<file path="config.mk">
export PLATFORM = sky130hd
export DESIGN_NAME = pipe_hazard_ctrl_flat
export DESIGN_NICKNAME = d
export VERILOG_FILES = /design/src/rtl/pipe_hazard_ctrl_if.sv /design/src/rtl/pipe_hazard_ctrl.sv /design/src/flat_wrapper.sv
export SDC_FILE = /design/constraint.sdc
export NUM_CORES = 1
export LEC_CHECK = 0
export ABC_AREA = 0
export CAP_MARGIN = 15
export CORE_ASPECT_RATIO = 1.4
export CORE_MARGIN = 1.5
export CORE_UTILIZATION = 35
export DETAILED_ROUTE_END_ITERATION = 7
export PLACE_DENSITY = 0.84
export SYNTH_ARGS = -nofsm -noshare
export SYNTH_HDL_FRONTEND = slang
export SYNTH_SLANG_ARGS = --single-unit
</file>
<file path="constraint.sdc">
create_clock -name i_clk -period 4.6 [get_ports i_clk]
set_input_delay 0.92 -clock i_clk [delete_from_list [all_inputs] [get_ports i_clk]]
set_output_delay 0.92 -clock i_clk [all_outputs]
set_load 0.01 [all_outputs]
</file>
<file path="src/rtl/pipe_hazard_ctrl_if.sv">
// ============================================================================
// Module      : pipe_hazard_ctrl_if
// Description : Hazard-status inputs and pipeline-register controls exchanged
//               between the pipeline datapath and the stall/flush sequencer.
// Revision    : 1.0 - initial release
// ============================================================================
`default_nettype none

interface pipe_hazard_ctrl_if;
    logic [4:0] i_id_rs1;
    logic [4:0] i_id_rs2;
    logic       i_id_uses_rs1;
    logic       i_id_uses_rs2;
    logic       i_ex_valid;
    logic [4:0] i_ex_rd;
    logic       i_ex_is_load;
    logic       i_ex_redirect;
    logic       i_trap_take;
    logic       i_ex_wfi;
    logic       i_irq_pending;
    logic       i_mem_busy;

    logic       o_pc_stall;
    logic       o_ifid_stall;
    logic       o_ifid_flush;
    logic       o_idex_stall;
    logic       o_idex_flush;
    logic       o_exmem_stall;
    logic       o_exmem_flush;
    logic       o_sleeping;

    // Datapath side: reports hazards, consumes register controls
    modport master (
        output i_id_rs1, i_id_rs2, i_id_uses_rs1, i_id_uses_rs2,
        output i_ex_valid, i_ex_rd, i_ex_is_load, i_ex_redirect,
        output i_trap_take, i_ex_wfi, i_irq_pending, i_mem_busy,
        input  o_pc_stall, o_ifid_stall, o_ifid_flush, o_idex_stall,
        input  o_idex_flush, o_exmem_stall, o_exmem_flush, o_sleeping
    );

    // Sequencer side
    modport slave (
        input  i_id_rs1, i_id_rs2, i_id_uses_rs1, i_id_uses_rs2,
        input  i_ex_valid, i_ex_rd, i_ex_is_load, i_ex_redirect,
        input  i_trap_take, i_ex_wfi, i_irq_pending, i_mem_busy,
        output o_pc_stall, o_ifid_stall, o_ifid_flush, o_idex_stall,
        output o_idex_flush, o_exmem_stall, o_exmem_flush, o_sleeping
    );
endinterface

`default_nettype wire

</file>
<file path="src/rtl/pipe_hazard_ctrl.sv">
// ============================================================================
// Module      : pipe_hazard_ctrl
// Description : Stall/flush sequencer for the five-stage pipeline: load-use,
//               redirects, traps, memory back-pressure and WFI sleep/wake.
// Revision    : 1.0 - initial release
// ============================================================================
`default_nettype none

module pipe_hazard_ctrl #(
    parameter int WAKE_DELAY = 2
) (
    input  wire logic          i_clk,
    input  wire logic          i_rst_n,
    pipe_hazard_ctrl_if.slave  hz_if
);

    typedef enum logic [1:0] {
        ST_RUN   = 2'd0,
        ST_DRAIN = 2'd1,
        ST_SLEEP = 2'd2,
        ST_WAKE  = 2'd3
    } state_t;

    localparam logic [3:0] c_wake_load = 4'(WAKE_DELAY - 1);

    state_t     r_state;
    state_t     w_state_nxt;
    logic [3:0] r_wake_cnt;
    logic [3:0] w_wake_cnt_nxt;
    logic       w_hz;

    assign w_hz = hz_if.i_ex_valid & hz_if.i_ex_is_load & (hz_if.i_ex_rd != 5'd0) &
                  ((hz_if.i_id_uses_rs1 & (hz_if.i_id_rs1 == hz_if.i_ex_rd)) |
                   (hz_if.i_id_uses_rs2 & (hz_if.i_id_rs2 == hz_if.i_ex_rd)));

    always_ff @(posedge i_clk) begin
        if (!i_rst_n) begin
            r_state    <= ST_RUN;
            r_wake_cnt <= 4'd0;
        end else begin
            r_state    <= w_state_nxt;
            r_wake_cnt <= w_wake_cnt_nxt;
        end
    end

    always_comb begin
        w_state_nxt    = r_state;
        w_wake_cnt_nxt = r_wake_cnt;
        if (hz_if.i_trap_take) begin
            w_state_nxt    = ST_RUN;
            w_wake_cnt_nxt = 4'd0;
        end else begin
            case (r_state)
                ST_RUN: begin
                    if (hz_if.i_ex_valid & hz_if.i_ex_wfi & !hz_if.i_ex_redirect)
                        w_state_nxt = ST_DRAIN;
                end
                ST_DRAIN: begin
                    if (!hz_if.i_mem_busy)
                        w_state_nxt = ST_SLEEP;
                end
                ST_SLEEP: begin
                    if (hz_if.i_irq_pending) begin
                        w_state_nxt    = ST_WAKE;
                        w_wake_cnt_nxt = c_wake_load;
                    end
                end
                ST_WAKE: begin
                    if (r_wake_cnt == 4'd0)
                        w_state_nxt = ST_RUN;
                    else
                        w_wake_cnt_nxt = r_wake_cnt - 4'd1;
                end
                default: begin
                    w_state_nxt    = ST_RUN;
                    w_wake_cnt_nxt = 4'd0;
                end
            endcase
        end
    end

    // A trap overrides every state; each branch keeps flush and stall disjoint per register
    always_comb begin
        hz_if.o_pc_stall    = 1'b0;
        hz_if.o_ifid_stall  = 1'b0;
        hz_if.o_ifid_flush  = 1'b0;
        hz_if.o_idex_stall  = 1'b0;
        hz_if.o_idex_flush  = 1'b0;
        hz_if.o_exmem_stall = 1'b0;
        hz_if.o_exmem_flush = 1'b0;
        hz_if.o_sleeping    = 1'b0;
        if (hz_if.i_trap_take) begin
            hz_if.o_ifid_flush  = 1'b1;
            hz_if.o_idex_flush  = 1'b1;
            hz_if.o_exmem_flush = 1'b1;
        end else begin
            case (r_state)
                ST_RUN: begin
                    if (hz_if.i_ex_redirect) begin
                        hz_if.o_ifid_flush = 1'b1;
                        hz_if.o_idex_flush = 1'b1;
                    end else if (hz_if.i_mem_busy) begin
                        hz_if.o_pc_stall    = 1'b1;
                        hz_if.o_ifid_stall  = 1'b1;
                        hz_if.o_idex_stall  = 1'b1;
                        hz_if.o_exmem_stall = 1'b1;
                    end else if (w_hz) begin
                        hz_if.o_pc_stall   = 1'b1;
                        hz_if.o_ifid_stall = 1'b1;
                        hz_if.o_idex_flush = 1'b1;
                    end
                end
                ST_DRAIN: begin
                    hz_if.o_pc_stall    = 1'b1;
                    hz_if.o_ifid_stall  = 1'b1;
                    hz_if.o_idex_flush  = 1'b1;
                    hz_if.o_exmem_stall = hz_if.i_mem_busy;
                end
                ST_SLEEP, ST_WAKE: begin
                    hz_if.o_pc_stall    = 1'b1;
                    hz_if.o_ifid_stall  = 1'b1;
                    hz_if.o_idex_stall  = 1'b1;
                    hz_if.o_exmem_flush = 1'b1;
                    hz_if.o_sleeping    = (r_state == ST_SLEEP);
                end
                default: ;
            endcase
        end
    end

endmodule

`default_nettype wire

</file>
<file path="src/flat_wrapper.sv">
// flat-port wrapper written by rule: the top's interface ports become plain ports
module pipe_hazard_ctrl_flat 
#(
    parameter int WAKE_DELAY = 2
)
  (i_clk, i_rst_n, hz_if_i_id_rs1, hz_if_i_id_rs2, hz_if_i_id_uses_rs1, hz_if_i_id_uses_rs2, hz_if_i_ex_valid, hz_if_i_ex_rd, hz_if_i_ex_is_load, hz_if_i_ex_redirect, hz_if_i_trap_take, hz_if_i_ex_wfi, hz_if_i_irq_pending, hz_if_i_mem_busy, hz_if_o_pc_stall, hz_if_o_ifid_stall, hz_if_o_ifid_flush, hz_if_o_idex_stall, hz_if_o_idex_flush, hz_if_o_exmem_stall, hz_if_o_exmem_flush, hz_if_o_sleeping);
  pipe_hazard_ctrl_if hz_if_i ();
  input  wire logic i_clk;
  input  wire logic i_rst_n;
  input wire logic [$bits(hz_if_i.i_id_rs1)-1:0] hz_if_i_id_rs1;
  input wire logic [$bits(hz_if_i.i_id_rs2)-1:0] hz_if_i_id_rs2;
  input wire logic [$bits(hz_if_i.i_id_uses_rs1)-1:0] hz_if_i_id_uses_rs1;
  input wire logic [$bits(hz_if_i.i_id_uses_rs2)-1:0] hz_if_i_id_uses_rs2;
  input wire logic [$bits(hz_if_i.i_ex_valid)-1:0] hz_if_i_ex_valid;
  input wire logic [$bits(hz_if_i.i_ex_rd)-1:0] hz_if_i_ex_rd;
  input wire logic [$bits(hz_if_i.i_ex_is_load)-1:0] hz_if_i_ex_is_load;
  input wire logic [$bits(hz_if_i.i_ex_redirect)-1:0] hz_if_i_ex_redirect;
  input wire logic [$bits(hz_if_i.i_trap_take)-1:0] hz_if_i_trap_take;
  input wire logic [$bits(hz_if_i.i_ex_wfi)-1:0] hz_if_i_ex_wfi;
  input wire logic [$bits(hz_if_i.i_irq_pending)-1:0] hz_if_i_irq_pending;
  input wire logic [$bits(hz_if_i.i_mem_busy)-1:0] hz_if_i_mem_busy;
  output wire logic [$bits(hz_if_i.o_pc_stall)-1:0] hz_if_o_pc_stall;
  output wire logic [$bits(hz_if_i.o_ifid_stall)-1:0] hz_if_o_ifid_stall;
  output wire logic [$bits(hz_if_i.o_ifid_flush)-1:0] hz_if_o_ifid_flush;
  output wire logic [$bits(hz_if_i.o_idex_stall)-1:0] hz_if_o_idex_stall;
  output wire logic [$bits(hz_if_i.o_idex_flush)-1:0] hz_if_o_idex_flush;
  output wire logic [$bits(hz_if_i.o_exmem_stall)-1:0] hz_if_o_exmem_stall;
  output wire logic [$bits(hz_if_i.o_exmem_flush)-1:0] hz_if_o_exmem_flush;
  output wire logic [$bits(hz_if_i.o_sleeping)-1:0] hz_if_o_sleeping;
  assign hz_if_i.i_id_rs1 = hz_if_i_id_rs1;
  assign hz_if_i.i_id_rs2 = hz_if_i_id_rs2;
  assign hz_if_i.i_id_uses_rs1 = hz_if_i_id_uses_rs1;
  assign hz_if_i.i_id_uses_rs2 = hz_if_i_id_uses_rs2;
  assign hz_if_i.i_ex_valid = hz_if_i_ex_valid;
  assign hz_if_i.i_ex_rd = hz_if_i_ex_rd;
  assign hz_if_i.i_ex_is_load = hz_if_i_ex_is_load;
  assign hz_if_i.i_ex_redirect = hz_if_i_ex_redirect;
  assign hz_if_i.i_trap_take = hz_if_i_trap_take;
  assign hz_if_i.i_ex_wfi = hz_if_i_ex_wfi;
  assign hz_if_i.i_irq_pending = hz_if_i_irq_pending;
  assign hz_if_i.i_mem_busy = hz_if_i_mem_busy;
  assign hz_if_o_pc_stall = hz_if_i.o_pc_stall;
  assign hz_if_o_ifid_stall = hz_if_i.o_ifid_stall;
  assign hz_if_o_ifid_flush = hz_if_i.o_ifid_flush;
  assign hz_if_o_idex_stall = hz_if_i.o_idex_stall;
  assign hz_if_o_idex_flush = hz_if_i.o_idex_flush;
  assign hz_if_o_exmem_stall = hz_if_i.o_exmem_stall;
  assign hz_if_o_exmem_flush = hz_if_i.o_exmem_flush;
  assign hz_if_o_sleeping = hz_if_i.o_sleeping;
  pipe_hazard_ctrl #(.WAKE_DELAY(WAKE_DELAY)) u_core (.i_clk(i_clk), .i_rst_n(i_rst_n), .hz_if(hz_if_i));
endmodule
</file>
Word level (Yosys, flattened, before mapping). Cells that the tools add are included.

Multiplexer cells: 30. Bitwise logic cells: 9. Add/subtract/negate cells: 1. Eq/ne operators: 10. Reduce and logical (&&, ||, !) cells: 10.

Operators with widths (count): 2-to-1 mux 1 bit (18); equality test 5 bit (2); 2-to-1 mux 2 bit (4); 2-to-1 mux 4 bit (2); case mux 1 bit (2 select lines) (4); case mux 2 bit (4 select lines) (1); case mux 4 bit (2 select lines) (1); bitwise AND 1 bit (7); != test 2 bit, second input constant (3); nonzero test 5 bit (1); equality test 2 bit, second input constant (2); logical NOT 4 bit (1); != test 2 x 1 -> 1 bit, second input constant (2); AND reduction 4 bit (1); OR reduction 2 bit (2); subtractor 4 x 1 -> 4 bit, second input constant (1); AND reduction 3 bit (1); OR reduction 3 bit (1); equality test 2 x 1 -> 1 bit, second input constant (1); logical NOT 2 bit (1); nonzero test 2 bit (1); logical NOT 1 bit (1); NOT 1 bit (1); bitwise OR 1 bit (1).

Bits in registers: 6. Bits of input ports: 26. Output and inout port bits: 8. Logic and storage cells: 62.

Longest topological paths before layout. Gate-level depths: netlist (run 1).

Depth after elaboration: 9. Mapped depth: 6. Mapped depth without buffers: 6.

Worst setup path before layout (run 1). Ideal clock, no wire load.

Path kind: input to output. Start: in hz_if_i_ex_rd[0]. End: out hz_if_o_pc_stall. Path slack: 1.685 ns. Stages on the path: 5. Data arrival time: 1.995 ns. Buffers on the path: 1. Cells stage by stage: or3_1 > o311a_1 > nand2_1 > o221ai_1 > buf_4.

Cells in the longest elaborated chain, start to end: 9.

RTL lines: start, declared (line flat_wrapper.sv:15) `input wire logic [$bits(hz_if_i.i_ex_rd)-1:0] hz_if_i_ex_rd;`; equality test 5 bit, on equally long branches (line pipe_hazard_ctrl.sv:33, pipe_hazard_ctrl.sv:34); bitwise AND 1 bit, on equally long branches (line pipe_hazard_ctrl.sv:33, pipe_hazard_ctrl.sv:34); bitwise OR 1 bit (line pipe_hazard_ctrl.sv:33) `((hz_if.i_id_uses_rs1 & (hz_if.i_id_rs1 == hz_if.i_ex_rd)) |`; bitwise AND 1 bit * (line pipe_hazard_ctrl.sv:32) `assign w_hz = hz_if.i_ex_valid & hz_if.i_ex_is_load & (hz_if.i_ex_rd != 5'd0) &`; 2-to-1 mux 1 bit * (3 in a row); case mux 1 bit (2 select lines) *; 2-to-1 mux 1 bit *; end, declared (line flat_wrapper.sv:22) `output wire logic [$bits(hz_if_i.o_pc_stall)-1:0] hz_if_o_pc_stall;`.

Every way passes the cells marked *; elsewhere a longest branch is shown, timed or not.

Final worst setup path (run 1).
Start: in hz_if_i_ex_rd[3]. End: out hz_if_o_ifid_stall.

Cells in the longest elaborated chain, start to end: 9.

RTL lines: equality test 5 bit, on equally long branches (line pipe_hazard_ctrl.sv:33, pipe_hazard_ctrl.sv:34); bitwise AND 1 bit, on equally long branches (line pipe_hazard_ctrl.sv:33, pipe_hazard_ctrl.sv:34); bitwise OR 1 bit (line pipe_hazard_ctrl.sv:33); bitwise AND 1 bit * (line pipe_hazard_ctrl.sv:32); 2-to-1 mux 1 bit * (line pipe_hazard_ctrl.sv:107) `end else if (w_hz) begin`; 2-to-1 mux 1 bit * (line pipe_hazard_ctrl.sv:102) `end else if (hz_if.i_mem_busy) begin`; 2-to-1 mux 1 bit * (line pipe_hazard_ctrl.sv:99) `if (hz_if.i_ex_redirect) begin`; case mux 1 bit (2 select lines) * (line pipe_hazard_ctrl.sv:97) `case (r_state)`; 2-to-1 mux 1 bit * (line pipe_hazard_ctrl.sv:92) `if (hz_if.i_trap_take) begin`; end, declared (line flat_wrapper.sv:23) `output wire logic [$bits(hz_if_i.o_ifid_stall)-1:0] hz_if_o_ifid_stall;`.

Marked as above.

==> summary by stage, run 1 <==
Global routing
The global-route wire length before repair is roughly 2700 um. The number of antenna violations at the first check in global routing is 0. The total congestion overflow is 0. The number of global-route vias before repair is 702. The all-layer global routing usage is 18.2%.

The maximum number of pins on one net before global-route repair is 9.

CTS
In this run the number of H-tree levels came out at 1. The clock tree from TritonCTS is done. The maximum buffer depth of the clock tree is 2. TritonCTS created 3 clock buffers. CTS placed an instance of clkbuf_4 at the clock tree root. The hold-fix buffer count after cts is 0. Post-CTS timing repair inserted 0 buffers for setup. Once the clock tree was built, the resizer swapped 0 gates to a different size.

Clock latency on the worst-skew pair, taken at its later pin, is 0.26 ns. The clock transition at the register clock pins on the worst setup and hold paths after CTS is 0.05 ns. Counting every sink on the clock net gives 6.

Setup path
Among all stages on the critical path, the largest delay is contributed by clkdlybuf4s50_1. The kind of critical path is in -> out. The reg-to-reg endpoint is u_core.r_state[0].

The number of cells on the worst reg-to-reg path is 5. Setup slack on the worst reg-to-reg path comes out at 2.69 ns. For this run, the slowest stage of the critical path takes 0.58 ns.

The cell type with the highest occurrence count on the critical path is clkdlybuf4s50_1. The critical path capture point type is an output pin. For the worst setup path, the data arrival time is about 2.9 ns. In this run the worst path has a maximum fanout of 3.

The worst flop-to-flop path startpoint is u_core.r_state[0]. STA classifies the critical path startpoint as a primary input. For the worst setup path, the data required time is ~3.7 ns. Walking the worst path, the cells encountered are clkdlybuf4s50_1 > xor2_1 > nor4_1 > a32oi_1 > o221ai_1 > clkdlybuf4s50_1.

Route
Once detail routing completed, the nets flagged for antenna violations numbered 0. After detailed routing, the number of vias per cell comes to roughly 5.3. After detailed routing, the average wire length per cell comes to 12.2 um. The DRC violation count after routing is 0. The pre-antenna-repair detailed-routing pass consisted of 4 iterations. After the first detailed-routing iteration, the DRC count stood at 6. Wires add up to 1650 um. Detailed routing inserted a total of 716 vias.

Synth
Counting every net in the synthesized netlist gives approximately 110. The cell count after synthesis came out at 80. The number of flip-flops and latches in the synthesized netlist is 6. Summing the sequential cell areas from Yosys gives 18.0% of the chip area. Averaged over all synthesized cells, the footprint is approximately 8.3 um^2. Counting distinct cell types in the post-synthesis netlist gives 33. Ranked by total cell area, the synthesized netlist is headed by dfxtp_1 (18%), ha_1 (15%), xor2_1 (11%). The cell area that synthesis handed to floorplanning was 667 um^2. The synthesis warning total is 0. The fraction of synthesized cell area taken by the top area cell type is between 10% and 20%.

Of all cell types, the one taking the most synthesized area is dfxtp_1.

Timing
For the pin with the worst max-slew slack, the measured transition is 0.596 ns. For the final database, setup skew stands at roughly 0.0095 ns. The count of final setup violators is 0. The setup slack after layout is just under 0.8 ns. The number of hold violations in the final report was 0.

Measured against its own limit, the worst slew margin works out to 60.3%. The final critical delay including setup and external delays is 3.81 ns. Setup repair after global routing left no endpoint under its margin. The sum of negative setup slack is 0 ns.

The upper clock frequency limit is approximately 260 MHz. Dividing the final minimum period by the clock period gives 82.8%. The number of slew-limit violations in the final report is 0.

Die
The die is ~40 um wide. The floorplan die area is 2180 um^2. The floorplan row count is 18. For this configuration, the core starts out at a cell density of 37.5%. The height of the die is 54.6 um. During I/O placement, the number of pins put on the boundary was 34. The core outline area is 1780 um^2.

Final layout
The repair_antennas step left the layout with diodes totalling 0. The fraction of layout cells with a size suffix above 1 is 7.83%. The layout overhead on the synthesized area is 55.5%. The layout net count is 151.

The share of the core filled with cells is about three fifths.

Worst hold path
The worst min-delay path class is reg -> reg. The worst hold path begins at u_core.r_wake_cnt[3]. The path with the worst hold slack has its endpoint at u_core.r_wake_cnt[3]. The worst hold path passes through 2 cells.

Power and ir drop
The part of the power in combinational logic is 34.5%. The switching power summed over all nets is 44.1 uW. In this run, flip-flops and latches consume 32.9% of the power. For this design the ratio of total power to cell area is 155 nW/um^2. The leakage power figure is 0.399 nW. The clock group share of total power is 32.5%. The internal power is 117 uW. Total power for the finished layout comes to about 160 uW. The largest voltage drop on the vdd net is 0.0831 mV. The fraction of power spent switching nets is 27.4%.

Job
The tool flagged a number of max-cap violations equal to 0.

Placement
The placer's final routability congestion estimate is 0.723. The wire-length estimate of the detail-placed layout is approximately 1400 um. Prior to clock tree synthesis, the placed netlist has a worst setup slack of between 0.7 and 0.8 ns. The port buffer count is 33.

Outcome
The flow ran to the end, and the final reports show no timing, DRC or antenna violations.
layout make-up:
class                      instances  area (um^2)
sequential                         6          120
inverter                           5         18.8
clock buffer                       3         22.5
tap                               20         25.0
timing repair buffer              33          330
multi-input combinational         68          520
fill                             173          742
placed cells by master (no fill, tap or decap), types with 4 or more instances in the layout:
master           netlist  final
clkdlybuf4s50_1        0     33
xor2_1                 8      8
nand2_1                6      6
or3_1                  4      4
a21oi_1                4      4
nor2_1                 6      6
inv_1                  5      5
dfxtp_1                6      6
ha_1                   8      8
sequential cells by signal (all words and copies together), names as in the netlist:
register and count:
u_core.r_wake_cnt 4, u_core.r_state 2
stage by stage:
step / instance area [um^2] / hold WS, ns / std cells
CTS: 1040 / 0.486 / 135
detailed placement: 1010 / 0.475 / 132
global placement: 1010 / 0.464 / 132
floorplan: 667 / 0.447 / 80
global route: 1040 / 0.498 / 135
finish: 1040 / 0.480 / 135
worst max-delay path: cells and delay by family:
| family | cells | cell delay [ns] |
|---|---|---|
| buffers and inverters | 2 | 1.05 |
| AO/OA/AOI/OAI | 2 | 0.42 |
| AND/OR/NAND/NOR | 1 | 0.31 |
| XOR/XNOR | 1 | 0.19 |
Yosys cell counts:
cell       instances
a2111oi_2          1
a211oi_1           2
a21o_1             1
a21o_2             1
a21oi_1            4
a222oi_1           1
a311oi_1           1
a32oi_1            1
and2_0             1
and3_4             1
and3b_2            1
buf_4              1
dfxtp_1            6
ha_1               8
inv_1              5
mux2_2             1
mux2i_1            2
nand2_1            6
nand2b_1           1
nand3_1            3
nand3b_1           3
nor2_1             6
nor2b_1            1
nor3_1             1
nor4_1             2
o21ai_1            1
o221ai_1           1
o311a_1            1
or2b_1             1
or3_1              4
or3b_4             1
xnor2_1            2
xor2_1             8
logic make-up (layout without fill, tap and decap cells):
family	after synthesis	in the layout	share of synthesized area (%)
fa+ha+maj	8	8	15.0
xor+xnor	10	10	13.1
buf+inv	6	41	3.94
compound gates	15	15	17.6
simple gates	32	32	27.6
flops	6	6	18.0
mux	3	3	4.69
power groups by stage:
stage	logic, mW	clock network, mW	registers [mW]
floorplan	0.0204	0	0.0539
global placement	0.0546	0	0.0541
detailed placement	0.0558	0	0.0540
CTS	0.0561	0.0521	0.0530
global route	0.0605	0.0560	0.0531
finish	0.0556	0.0524	0.0531
per-layer routing:
metal	vias to the layer above	wire length, um	track usage (%)
li1	357	-	-
met1	319	580	16.4
met2	34	878	34.9
met3	6	146	4.07
met4	0	43	10.3
met5	-	0	0
how the worst max path moves through the flow:
stage / from / to / slack, ns
3_5_place_dp: hz_if_i_ex_rd[3] / hz_if_o_ifid_stall / 0.79
3_3_place_gp: hz_if_i_ex_rd[3] / hz_if_o_ifid_stall / 0.82
4_1_cts: hz_if_i_ex_rd[3] / hz_if_o_ifid_stall / 0.78
6_report: hz_if_i_ex_rd[3] / hz_if_o_ifid_stall / 0.79
2_1_floorplan: hz_if_i_ex_rd[0] / hz_if_o_pc_stall / 1.69
5_1_grt: hz_if_i_ex_rd[3] / hz_if_o_ifid_stall / 0.67
Note: power is estimated with default switching activity, not from simulation.
==> run 2, diff against run 1 <==
--- a/config.mk
+++ b/config.mk
@@ -11,7 +11,7 @@
 export CORE_MARGIN = 1.5
 export CORE_UTILIZATION = 35
 export DETAILED_ROUTE_END_ITERATION = 7
-export PLACE_DENSITY = 0.84
+export PLACE_DENSITY = 0.87
 export SYNTH_ARGS = -nofsm -noshare
 export SYNTH_HDL_FRONTEND = slang
 export SYNTH_SLANG_ARGS = --single-unit
==> constraint.sdc (replaced) <==
create_clock -name i_clk -period 3.3 [get_ports i_clk]
set_input_delay 0.66 -clock i_clk [delete_from_list [all_inputs] [get_ports i_clk]]
set_output_delay 0.66 -clock i_clk [all_outputs]
set_load 0.01 [all_outputs]
==> summary by stage, run 2 (synthesized netlist as in run 1, its figures left out) <==
Outcome
The run finished with clean final reports.

Timing
The worst path uses 97.6% of the clock period. The number of slew-limit violations in the final report was 0 (unchanged). The clock period could shrink to 3.22 ns. The slew at the pin with the worst max-slew slack came to 0.535 ns (-0.0606 ns). The count of final setup violators came to 0 (unchanged).

The final hold slack is 0.477 ns (-0.00244 ns). Static timing analysis puts the maximum clock frequency at 311 MHz. Setup repair after global routing left no endpoint under its margin. The worst relative slew slack is 64.3% (+4.0 points). The sum of negative setup slack is 0 ns (unchanged). The number of hold violations in the final report is 0 (unchanged). The final worst clock skew is 0.0118 ns (+0.00236 ns).

Setup path
STA classifies the critical path endpoint as an output pin. The slowest stage of the critical path belongs to the cell clkdlybuf4s50_1. The worst-path maximum fanout is 3 (unchanged). The delay of the slowest cell on the worst path is 0.57 ns (about the same). The cell type with the highest occurrence count on the critical path is clkdlybuf4s50_1. The category of the worst setup path launch point is a primary input. The kind of critical path is in -> out. The data required time of the critical path is 2.64 ns (-1.04 ns). The data arrival at the endpoint of the critical path was 2.56 ns (-0.33 ns). The signal on the critical path passes through clkdlybuf4s50_1 > xor2_1 > nor4_1 > a32oi_1 > o221ai_2 > clkdlybuf4s50_1.

Die
The height of the die was 54.6 um (unchanged). The starting utilization of the core area was 37.5% (unchanged). The number of top-level pins was 34 (unchanged). The floorplan die area was 2180 um^2 (unchanged).

The x dimension of the die came to 39.9 um (unchanged). The core outline area was 1780 um^2 (unchanged). The floorplan row count came to 18 (unchanged).

Final layout
The fraction of layout cells with a size suffix above 1 is 8.70% (+0.87 points). The number of fill cells came to 161 (-6.9%). The number of diodes added for antenna fixing is 0 (unchanged). The layout net count is 151 (unchanged). The largest registers in the layout are u_core.r_wake_cnt: 4 flops, u_core.r_state: 2 flops. The number of flip-flops under the largest register name is 4 (unchanged). Leaving out fill and tap cells, the most frequent cell in the layout is clkdlybuf4s50_1. Ranked by flip-flop count, first place goes to u_core.r_wake_cnt. The layout overhead on the synthesized area is 56.5%. The library cells used most frequently in the layout, excluding fill and tap cells, are clkdlybuf4s50_1 (33), xor2_1 (8), ha_1 (8).

Power and ir drop
The largest voltage drop on the vdd net came to 0.121 mV (+46%). The switching power summed over all nets is 58.5 uW (+33%). The power per unit of standard cell area is 213 nW/um^2 (+37%).

The clock group share of total power is 31.3% (-1.2 points). The leakage power figure came to 0.400 nW (+0.19%). The part of the power in combinational logic is 35.3% (+0.8 points).

The internal power is 163 uW (+40%). The fraction of power spent switching nets was 26.4% (-0.99 points). The register share of total power is 33.4% (+0.5 points).

CTS
The clock latency reported for the late side of the worst-skew pair came to 0.25 ns (about the same). The H-tree depth is 1 (unchanged). The root cell of the clock tree is clkbuf_4.

The clock transition at the register clock pins on the worst setup and hold paths after CTS is 0.05 ns (about the same). The clock tree from TritonCTS is done. The maximum buffer depth of the clock tree is 2 (unchanged).

The hold-fix buffer count after cts was 0 (unchanged). The number of sinks handled by clock tree synthesis was 6 (unchanged). The number of clock buffers inserted by TritonCTS came to 3 (unchanged).

Global routing
The all-layer global routing usage is 18.1% (-0.15 points). The total congestion overflow was 0 (unchanged). The global-route wire length before repair is 2660 um (-2.8%). The maximum number of pins on one net before global-route repair is 9 (unchanged). The number of antenna violations at the first check in global routing is 0 (unchanged).

The number of global-route vias before repair is 704 (+0.28%).

Placement
The placer's final routability congestion estimate is 0.755 (+4.4%). The post-DP HPWL is 1400 um (-0.86%). The port buffer count is 33 (unchanged).

Job
The number of max-capacitance violations reported came to 0 (unchanged).

Route
The number of nets with antenna violations after detailed routing is 0 (unchanged). The via count is 709 (-0.98%). The number of DRC markers after the initial detailed-route iteration is 15 (+9). The number of iterations in the first detailed-routing pass came to 4 (unchanged). The average wire length per cell after detail routing is 12.1 um (-0.79%).

The DRC violation count after routing came to 0 (unchanged). The per-cell via count in the routed design is 5.25 (-0.98%). The final wirelength is 1640 um (-0.79%).

Worst hold path
The worst min-delay path class is reg -> reg.
run 2: changes by cell type in the layout (fill, tap and decap cells not counted):
cell      before  now
o221ai_2       0    1
o221ai_1       1    0
run 2: layout make-up:
type / count / area, um^2 / share of cell area (%)
Multi-Input combinational cell: 68 / 527 / 50.5
Tap cell: 20 / 25.0 / 2.40
Sequential cell: 6 / 120 / 11.5
Inverter: 5 / 18.8 / 1.80
Clock buffer: 3 / 22.5 / 2.16
Timing Repair Buffer: 33 / 330 / 31.7
run 2: routing by layer:
layer	part of all wire [%]	global-route usage (%)	wire, um
met1	34	15.4	552
met2	56	35.2	922
met3	8.7	4.88	142
met4	1.1	9.77	18
met5	0	0	0
run 2: worst paths after layout:
kind | startpoint | end | slack (ns) | cells after the start
min reg2reg | u_core.r_wake_cnt[3] | u_core.r_wake_cnt[3] | 0.48 | 2
max reg2reg | u_core.r_state[0] | u_core.r_state[0] | 1.48 | 5
max | hz_if_i_ex_rd[3] | hz_if_o_pc_stall | 0.08 | 6
min | u_core.r_wake_cnt[3] | u_core.r_wake_cnt[3] | 0.48 | 2
run 2: power by group through the flow:
stage / Combinational (mW) / Sequential (mW) / Clock (mW)
after floorplan: 0.0284 / 0.0752 / 0
after global placement: 0.0762 / 0.0754 / 0
after detailed placement: 0.0778 / 0.0754 / 0
after CTS: 0.0782 / 0.0740 / 0.0719
after global routing: 0.0849 / 0.0741 / 0.0735
final: 0.0784 / 0.0740 / 0.0694
run 2: worst max-delay path, delay by kind of cell:
family	cells	cell delay, ns
xor+xnor	1	0.19
simple gates	1	0.29
compound gates	2	0.37
buf+inv	2	1.04
run 2: what timing repair did:
action                                  in CTS  in global routing
gates resized for setup                      0                  1
buffers inserted                             0                  0
endpoints found under the hold margin        0                  0
endpoints found under the setup margin       0                  2
run 2: through the flow:
step | util (%) | std cells | total power [mW] | area (um^2) | setup slack (ns)
2_1_floorplan | - | 80 | 0.104 | 667 | 0.905
3_3_place_gp | 57.0 | 132 | 0.152 | 1010 | 0.0841
3_5_place_dp | 57.0 | 132 | 0.153 | 1010 | 0.0175
4_1_cts | 58.3 | 135 | 0.224 | 1040 | 0.00866
5_1_grt | 58.6 | 135 | 0.232 | 1040 | 0.0213
6_report | 58.6 | 135 | 0.222 | 1040 | 0.0807
